## src/rtl/draw_engine.sv

```systemverilog
// Pixel-drawing responder: sweeps screen or sprite ROMs in raster order and drives the
// VGA plot interface, with a one-stage pipeline aligning position with ROM read data.
module draw_engine #(
  parameter int unsigned SCREEN_W = 160,
  parameter int unsigned SCREEN_H = 120,
  parameter int unsigned SPRITE_W = 8,
  parameter int unsigned SPRITE_H = 8,
  parameter int unsigned COLOR_W  = 3
) (
  input  logic               clk,
  input  logic               reset,
  input  logic               drawScreenEnable,
  input  logic [1:0]         ScreenSelect,
  input  logic               drawCarEnable,
  input  logic               eraseCarEnable,
  input  logic [7:0]         car_x,
  input  logic [6:0]         car_y,
  output logic [1:0]         rom_sel,
  output logic [14:0]        rom_addr,
  input  logic [COLOR_W-1:0] rom_data,
  output logic [5:0]         sprite_addr,
  input  logic [COLOR_W-1:0] sprite_data,
  output logic [7:0]         vga_x,
  output logic [6:0]         vga_y,
  output logic [COLOR_W-1:0] vga_colour,
  output logic               vga_plot,
  output logic               drawScreenDone,
  output logic               drawCarDone,
  output logic               eraseCarDone
);

  typedef enum logic [2:0] {StIdle, StScreen, StCar, StErase, StDone} state_e;
  typedef enum logic [1:0] {OpScreen, OpCar, OpErase} op_e;

  localparam logic [7:0] ScrXMax = 8'(SCREEN_W - 1);
  localparam logic [6:0] ScrYMax = 7'(SCREEN_H - 1);
  localparam logic [7:0] SprXMax = 8'(SPRITE_W - 1);
  localparam logic [6:0] SprYMax = 7'(SPRITE_H - 1);

  state_e       state_q;
  op_e          op_q;
  logic [1:0]   scr_sel_q;
  logic         bg_map_q;
  logic [7:0]   pos_x_q;
  logic [6:0]   pos_y_q;
  logic [7:0]   sx_q;
  logic [6:0]   sy_q;
  logic         draining_q;

  // Pipeline stage aligned with the 1-cycle ROM read latency
  logic         pv_q;
  logic         ps_q;
  logic         pc_q;
  logic [7:0]   vx_q;
  logic [6:0]   vy_q;

  logic         sweep;
  logic         issuing;
  logic [8:0]   pix_x;
  logic [7:0]   pix_y;
  logic         last_x;
  logic         last_y;
  logic         op_en;
  logic         off_screen;

  always_comb begin
    sweep   = (state_q == StScreen) || (state_q == StCar) || (state_q == StErase);
    issuing = sweep && !draining_q;
    if (op_q == OpScreen) begin
      pix_x  = {1'b0, sx_q};
      pix_y  = {1'b0, sy_q};
      last_x = (sx_q == ScrXMax);
      last_y = (sy_q == ScrYMax);
    end else begin
      pix_x  = {1'b0, pos_x_q} + {1'b0, sx_q};
      pix_y  = {1'b0, pos_y_q} + {1'b0, sy_q};
      last_x = (sx_q == SprXMax);
      last_y = (sy_q == SprYMax);
    end
    off_screen = (32'(pix_x) >= SCREEN_W) || (32'(pix_y) >= SCREEN_H);
    case (op_q)
      OpScreen: op_en = drawScreenEnable;
      OpCar:    op_en = drawCarEnable;
      OpErase:  op_en = eraseCarEnable;
      default:  op_en = 1'b0;
    endcase
  end

  always_comb begin
    rom_sel     = 2'd0;
    rom_addr    = 15'd0;
    sprite_addr = 6'd0;
    if (state_q == StScreen || state_q == StErase) begin
      rom_sel  = (state_q == StScreen) ? scr_sel_q : {1'b0, bg_map_q};
      rom_addr = 15'(32'(pix_y) * SCREEN_W + 32'(pix_x));
    end
    if (state_q == StCar) begin
      sprite_addr = 6'(32'(sy_q) * SPRITE_W + 32'(sx_q));
    end
  end

  always_ff @(posedge clk) begin
    if (reset) begin
      state_q    <= StIdle;
      op_q       <= OpScreen;
      scr_sel_q  <= 2'd2;
      bg_map_q   <= 1'b0;
      pos_x_q    <= 8'd0;
      pos_y_q    <= 7'd0;
      sx_q       <= 8'd0;
      sy_q       <= 7'd0;
      draining_q <= 1'b0;
      pv_q       <= 1'b0;
      ps_q       <= 1'b0;
      pc_q       <= 1'b0;
      vx_q       <= 8'd0;
      vy_q       <= 7'd0;
    end else begin
      pv_q <= issuing;
      ps_q <= off_screen;
      pc_q <= (op_q == OpCar);
      vx_q <= pix_x[7:0];
      vy_q <= pix_y[6:0];
      case (state_q)
        StIdle: begin
          if (drawScreenEnable || eraseCarEnable || drawCarEnable) begin
            scr_sel_q  <= ScreenSelect;
            pos_x_q    <= car_x;
            pos_y_q    <= car_y;
            sx_q       <= 8'd0;
            sy_q       <= 7'd0;
            draining_q <= 1'b0;
          end
          if (drawScreenEnable) begin
            op_q    <= OpScreen;
            state_q <= StScreen;
            if (!ScreenSelect[1]) bg_map_q <= ScreenSelect[0];
          end else if (eraseCarEnable) begin
            op_q    <= OpErase;
            state_q <= StErase;
          end else if (drawCarEnable) begin
            op_q    <= OpCar;
            state_q <= StCar;
          end
        end
        StScreen, StCar, StErase: begin
          if (!op_en) begin
            // Abort: kill the in-flight plot as well
            state_q <= StIdle;
            pv_q    <= 1'b0;
          end else if (draining_q) begin
            state_q <= StDone;
          end else if (last_x) begin
            sx_q <= 8'd0;
            if (last_y) draining_q <= 1'b1;
            else        sy_q <= sy_q + 7'd1;
          end else begin
            sx_q <= sx_q + 8'd1;
          end
        end
        StDone: begin
          if (!op_en) begin
            state_q <= StIdle;
          end else if (op_q == OpScreen && ScreenSelect != scr_sel_q) begin
            state_q    <= StScreen;
            scr_sel_q  <= ScreenSelect;
            sx_q       <= 8'd0;
            sy_q       <= 7'd0;
            draining_q <= 1'b0;
            if (!ScreenSelect[1]) bg_map_q <= ScreenSelect[0];
          end
        end
        default: state_q <= StIdle;
      endcase
    end
  end

  always_comb begin
    vga_x      = vx_q;
    vga_y      = vy_q;
    vga_colour = pv_q ? (pc_q ? sprite_data : rom_data) : '0;
    vga_plot   = pv_q && !ps_q && !(pc_q && sprite_data == '0);
  end

  assign drawScreenDone = (state_q == StDone) && (op_q == OpScreen);
  assign drawCarDone    = (state_q == StDone) && (op_q == OpCar);
  assign eraseCarDone   = (state_q == StDone) && (op_q == OpErase);

endmodule

```

## config.mk

```make
export PLATFORM = sky130hd
export DESIGN_NAME = draw_engine
export DESIGN_NICKNAME = d
export VERILOG_FILES = /design/src/rtl/draw_engine.sv
export SDC_FILE = /design/constraint.sdc
export NUM_CORES = 1
export LEC_CHECK = 0
export ABC_AREA = 1
export CORE_MARGIN = 1.5
export CORE_UTILIZATION = 46
export CTS_BUF_LIST = sky130_fd_sc_hd__clkbuf_4
export CTS_CLUSTER_SIZE = 10
export DETAILED_ROUTE_END_ITERATION = 8
export GPL_TIMING_DRIVEN = 0
export PLACE_DENSITY = 0.78
export SLEW_MARGIN = 20
export SYNTH_ARGS = -nofsm -noshare
export SYNTH_HDL_FRONTEND = slang
export SYNTH_SLANG_ARGS = --single-unit
```

## constraint.sdc

```tcl
create_clock -name clk -period 4.6 [get_ports clk]
set_clock_uncertainty 0.15 [all_clocks]
set_input_delay 0.46 -clock clk [delete_from_list [all_inputs] [get_ports clk]]
set_output_delay 0.46 -clock clk [all_outputs]
set_load 0.02 [all_outputs]
```

# == After elaboration in Yosys (flattened, before gate mapping) ==
# Cells that the tools add are included.
# op_classes
n_reduce_logical,32
n_lt_le_gt_ge,2
n_mux,56
multipliers,1
eq_ne,22
add_sub_neg,6
# ops
cell,count
$mux 8,7
$mux 7,7
$mux 3,9
$pmux 8 s3,1
$pmux 7 s3,1
$mux 2,8
$ne 2x2->1 const B,8
$add 15x9->15,1
$mux 1,15
$mux 15,1
$mul 8x3->10 const B,1
$add 8x8->9,1
$ge 9x8->1 const B,1
$mux 9,1
$pmux 3 s3,1
$add 7x7->8,1
$add 8x1->8 const B,1
$eq 8x3->1 const B,1
$eq 8x8->1 const B,1
$ge 8x7->1 const B,1
$logic_and 1x1->1,8
$reduce_and 4->1,2
$reduce_and 8->1,1
$add 7x1->7 const B,1
26 further kinds,39
# word_totals
word_cells,133
register_bits,57

# == Longest topological paths before layout ==
# depth
word_depth,7
depth_mapped,23
ltp_nobuf,23

# == Least setup slack after synthesis ==
# No wires, ideal clock.
# synth_timing
path_type,register to output
from,reg sy_q[0]
to,out rom_addr[14]
path_buffers,0
path_slack_ps,604
path_stages_with_launch,18
t_arrival_ps,3386
cell_sequence,dfxtp_1 ha_1 inv_1 fa_1 o21ai_0 ha_1 ha_1 ha_1 nand2_1 inv_1 nor2_1 nor2_1 nand2_1 nor3_1 nand3_1 nand2_1 nand2_1 nor2_1
# synth_between
elab_chain_cells,5
# synth_rtl
element,line,source
"start, declared",47,logic [6:0] sy_q;
"start signal, assigned",156,else sy_q <= sy_q + 7'd1;
$add 7x7->8,76,"pix_y = {1'b0, pos_y_q} + {1'b0, sy_q};"
$mux 8,69,if (op_q == OpScreen) begin
named net pix_y[1],60,logic [7:0] pix_y;
$mul 8x3->10,95,rom_addr = 15'(32'(pix_y) * SCREEN_W + 32'(pix_x));
$add 15x9->15,95,
$mux 15,93,if (state_q == StScreen || state_q == StErase) begin
"end, declared",19,"output logic [14:0] rom_addr,"
# The timed path passes the listed nets, and every way through them passes these cells.

# == Final worst setup path ==
# layout_timing
from,reg pos_y_q[2]
to,out rom_addr[14]
# layout_between
elab_chain_cells,5
# layout_rtl
element,line,source
"start, declared",45,logic [6:0] pos_y_q;
"start signal, assigned",129,pos_y_q <= car_y;
$add 7x7->8,76,
$mux 8,69,
named net pix_y[3],60,
$mul 8x3->10,95,
$add 15x9->15,95,
$mux 15,93,
# The timed path passes the listed nets, and every way through them passes these cells.

==> out/metrics.yaml <==
multiInputGateArea_um2: 2500
tightest_slew_ns: 0.697
cts_htree_levels: 3
finalCritPeriodShare: 0.950
coreArea_um2: 8220
synthDistinctLibCells: 38
routed-via-count: 4038
cts_buffers: 9
wirelength_um: 10400
max_freq_mhz: 229
synth_top_cell_by_area: "dfxtp_1"
ys_top_cells_by_area: "dfxtp_1, nand2_1, nor2_1, ha_1, inv_1"
slowest_delay_ns: 0.37
critPathArrivalTime_ns: 3.76
layout.cells.non_filler: 787
place_ws_ns: -0.287
clk_pin_slew_ns: 0.10
seq_area_um2: 1150
grt_max_degree: 11
worstSkewPairLatency_ns: 0.42
relSlewSlack: 0.535
clockBufferDepth: 2
syn_nets: 654
avgRoutedWirePerCell_um: 13.3
status: "complete, no violations"
num-nets-final: 740
port_buffers: 72
fin_crit_ns: 4.37
crit_chain: "ha_1 -> nand2_1 -> nand3_1 -> a21oi_1 -> o21ai_2 -> nand2_1 -> ha_1 -> ha_1 -> ha_4 -> nand2_1 -> inv_1 -> nor2_1 -> nor2_4 -> nand2_1 -> nor3_2 -> nand3_1 -> nand2_1 -> nand2_1 -> nor2_1 -> buf_4"
leakagePower_nw: 2.30
crit_top_cell: "nand2_1"
root_buffer: "clkbuf_4"
irDropWorstVdd_mv: 0.300
hp-class: "reg -> reg"
layout_setup_ws_ns: 0.232
cp-start-kind: "flip-flop"
drc: 0
grt_pass1_vias: 3737
cts.sinks: 57
fillers: 779
cp_slowest_cell: "ha_1"
endpoint_kind: "output pin"
vias_per_cell: 5.13
die_y_um: 95.2
grt_pass1_wl_um: 16700
setup_viol: 0
seq_area_frac_synth: 0.292
synth_area_per_cell_um2: 6.61
drv_cap: 0
drive_above_1_share: 0.0894
gr-usage-all-layers: 0.240
grt.overflow.total: 0
synth_cells: 591
path_class: "reg -> out"
ys_seq_elements: 57
critPathMaxFanout: 5
finalHoldViolCount: 0
dp_hpwl_um: 8020
drtIter0Drc: 252
p_per_area_nw_per_um2: 540
antenna_found_initial: 0
place_congestion: 0.904
synthToLayoutAreaGrowth_pct: 27.9
ant_nets: 0
cts_tree: "built"
die_area_um2: 9060
post-route-util: 0.608
synthesis.area_um2: 3910
die_x_um: 95.2
ios: 73
synth.most_common_cell: "nand2_1"
synth_edf_count: 0
start_util: 0.476
dp.cells: 768
dr.pass1.iters: 4
synth_top_flop_cell: "dfxtp_1"
async_flop_share: 0
rows: 33
num_antenna_cells: 0
yosys-top-cells-count: "nand2_1, nor2_1, inv_1, dfxtp_1, o21ai_0"
yosys_warnings: 0
maxSlewViolCount: 0
post-synth-top-area-fraction: 0.292
critical_path_required_ns: 3.99
==> metrics by stage <==
| stage | cell area, um^2 | total power, mW | TNS (ns) | hold slack, ns |
|---|---|---|---|---|
| floorplan | 3910 | 1.78 | 0 | 0.312 |
| global placement | 4760 | 2.21 | -0.259 | 0.330 |
| detailed placement | 4760 | 2.25 | -0.502 | 0.340 |
| CTS | 4930 | 2.65 | -0.115 | 0.360 |
| global route | 5000 | 2.94 | -0.114 | 0.378 |
| finish | 5000 | 2.70 | 0 | 0.355 |
==> power by group <==
part	internal, mW	total [mW]	switching, mW
registers	0.634	0.732	0.0975
logic	0.562	1.60	1.04
clock network	0.168	0.369	0.202
==> area by class of cell <==
class	count	share of cell area
Multi-Input combinational cell	442	0.500
Sequential cell	57	0.230
Timing Repair Buffer	75	0.145
Inverter	80	0.0611
Tap cell	105	0.0263
Clock buffer	10	0.0150
Clock inverter	6	0.0118
Buffer	12	0.0105
==> metal layers <==
metal,vias to the layer above,share of wire,GRT usage
li1,2107,-,-
met1,1788,0.44,0.291
met2,123,0.48,0.407
met3,20,0.064,0.0526
met4,0,0.021,0.104
met5,-,0,0
==> path summary, 6_finish.rpt <==
| kind | start | end | slack [ns] | cells past startpoint |
|---|---|---|---|---|
| hold / removal | pos_y_q[4]$_SDFFE_PP0P_ | pos_y_q[4]$_SDFFE_PP0P_ | 0.35 | 2 |
| hold reg to reg | pos_y_q[4]$_SDFFE_PP0P_ | pos_y_q[4]$_SDFFE_PP0P_ | 0.35 | 2 |
| setup / recovery | pos_y_q[2]$_SDFFE_PP0P_ | rom_addr[14] | 0.23 | 20 |
| setup reg to reg | sx_q[0]$_SDFFE_PP0P_ | ps_q$_SDFF_PP0_ | 2.27 | 10 |
==> repair_timing <==
| item | 4_1_cts | 5_1_grt |
|---|---|---|
| hold endpoints to repair | 0 | 0 |
| setup endpoints to repair | 7 | 6 |
| setup buffers | 0 | 3 |
| cloned | 0 | 0 |
| hold buffers | 0 | 0 |
| gates resized for setup | 21 | 24 |
| pin swaps | 0 | 5 |
==> worst max-delay path, delay by kind of cell (launching register included) <==
family,cells,cell delay [ns]
buffers and inverters,2,0.20
and+or+nand+nor,12,1.27
adders and majority gates,4,1.25
DFF,1,0.34
AOI/OAI and AO/OA,2,0.29
==> cells in the final DEF (no fill, tap or decap), types with 2 or more instances in the layout <==
cell / instances
a211oi_1: 3
a21oi_1: 44
buf_4: 5
clkbuf_1: 9
clkbuf_2: 2
clkbuf_4: 11
clkdlybuf4s50_1: 66
clkinv_2: 2
clkinvlp_4: 2
dfxtp_1: 54
dfxtp_2: 2
dlygate4sd2_1: 3
fa_1: 3
fa_2: 2
ha_1: 27
ha_2: 2
inv_1: 74
inv_2: 5
nand2_1: 112
nand2_2: 2
nand3_1: 33
nand3_2: 2
nand4_1: 4
nor2_1: 102
nor2_2: 3
nor2_4: 2
nor3_1: 10
nor3_2: 2
nor3b_2: 2
nor4_1: 3
o211ai_1: 2
o21a_1: 3
o21ai_0: 45
o21ai_1: 2
o21ai_2: 4
xnor2_1: 5
xnor2_2: 2
xor2_1: 8
==> sequential cells by signal (all words and copies together), names as in the netlist, 3 cells and up <==
signal   count
pos_x_q      8
state_q      3
sy_q         7
vga_y        7
pos_y_q      7
sx_q         8
vga_x        8
==> logic make-up after synthesis <==
family | share of synthesized area
simple gates | 0.307
compound gates | 0.155
buf+inv | 0.0900
flops | 0.292
fa+ha+maj | 0.122
xor+xnor | 0.0336
Power figures use the tool's default switching activity.
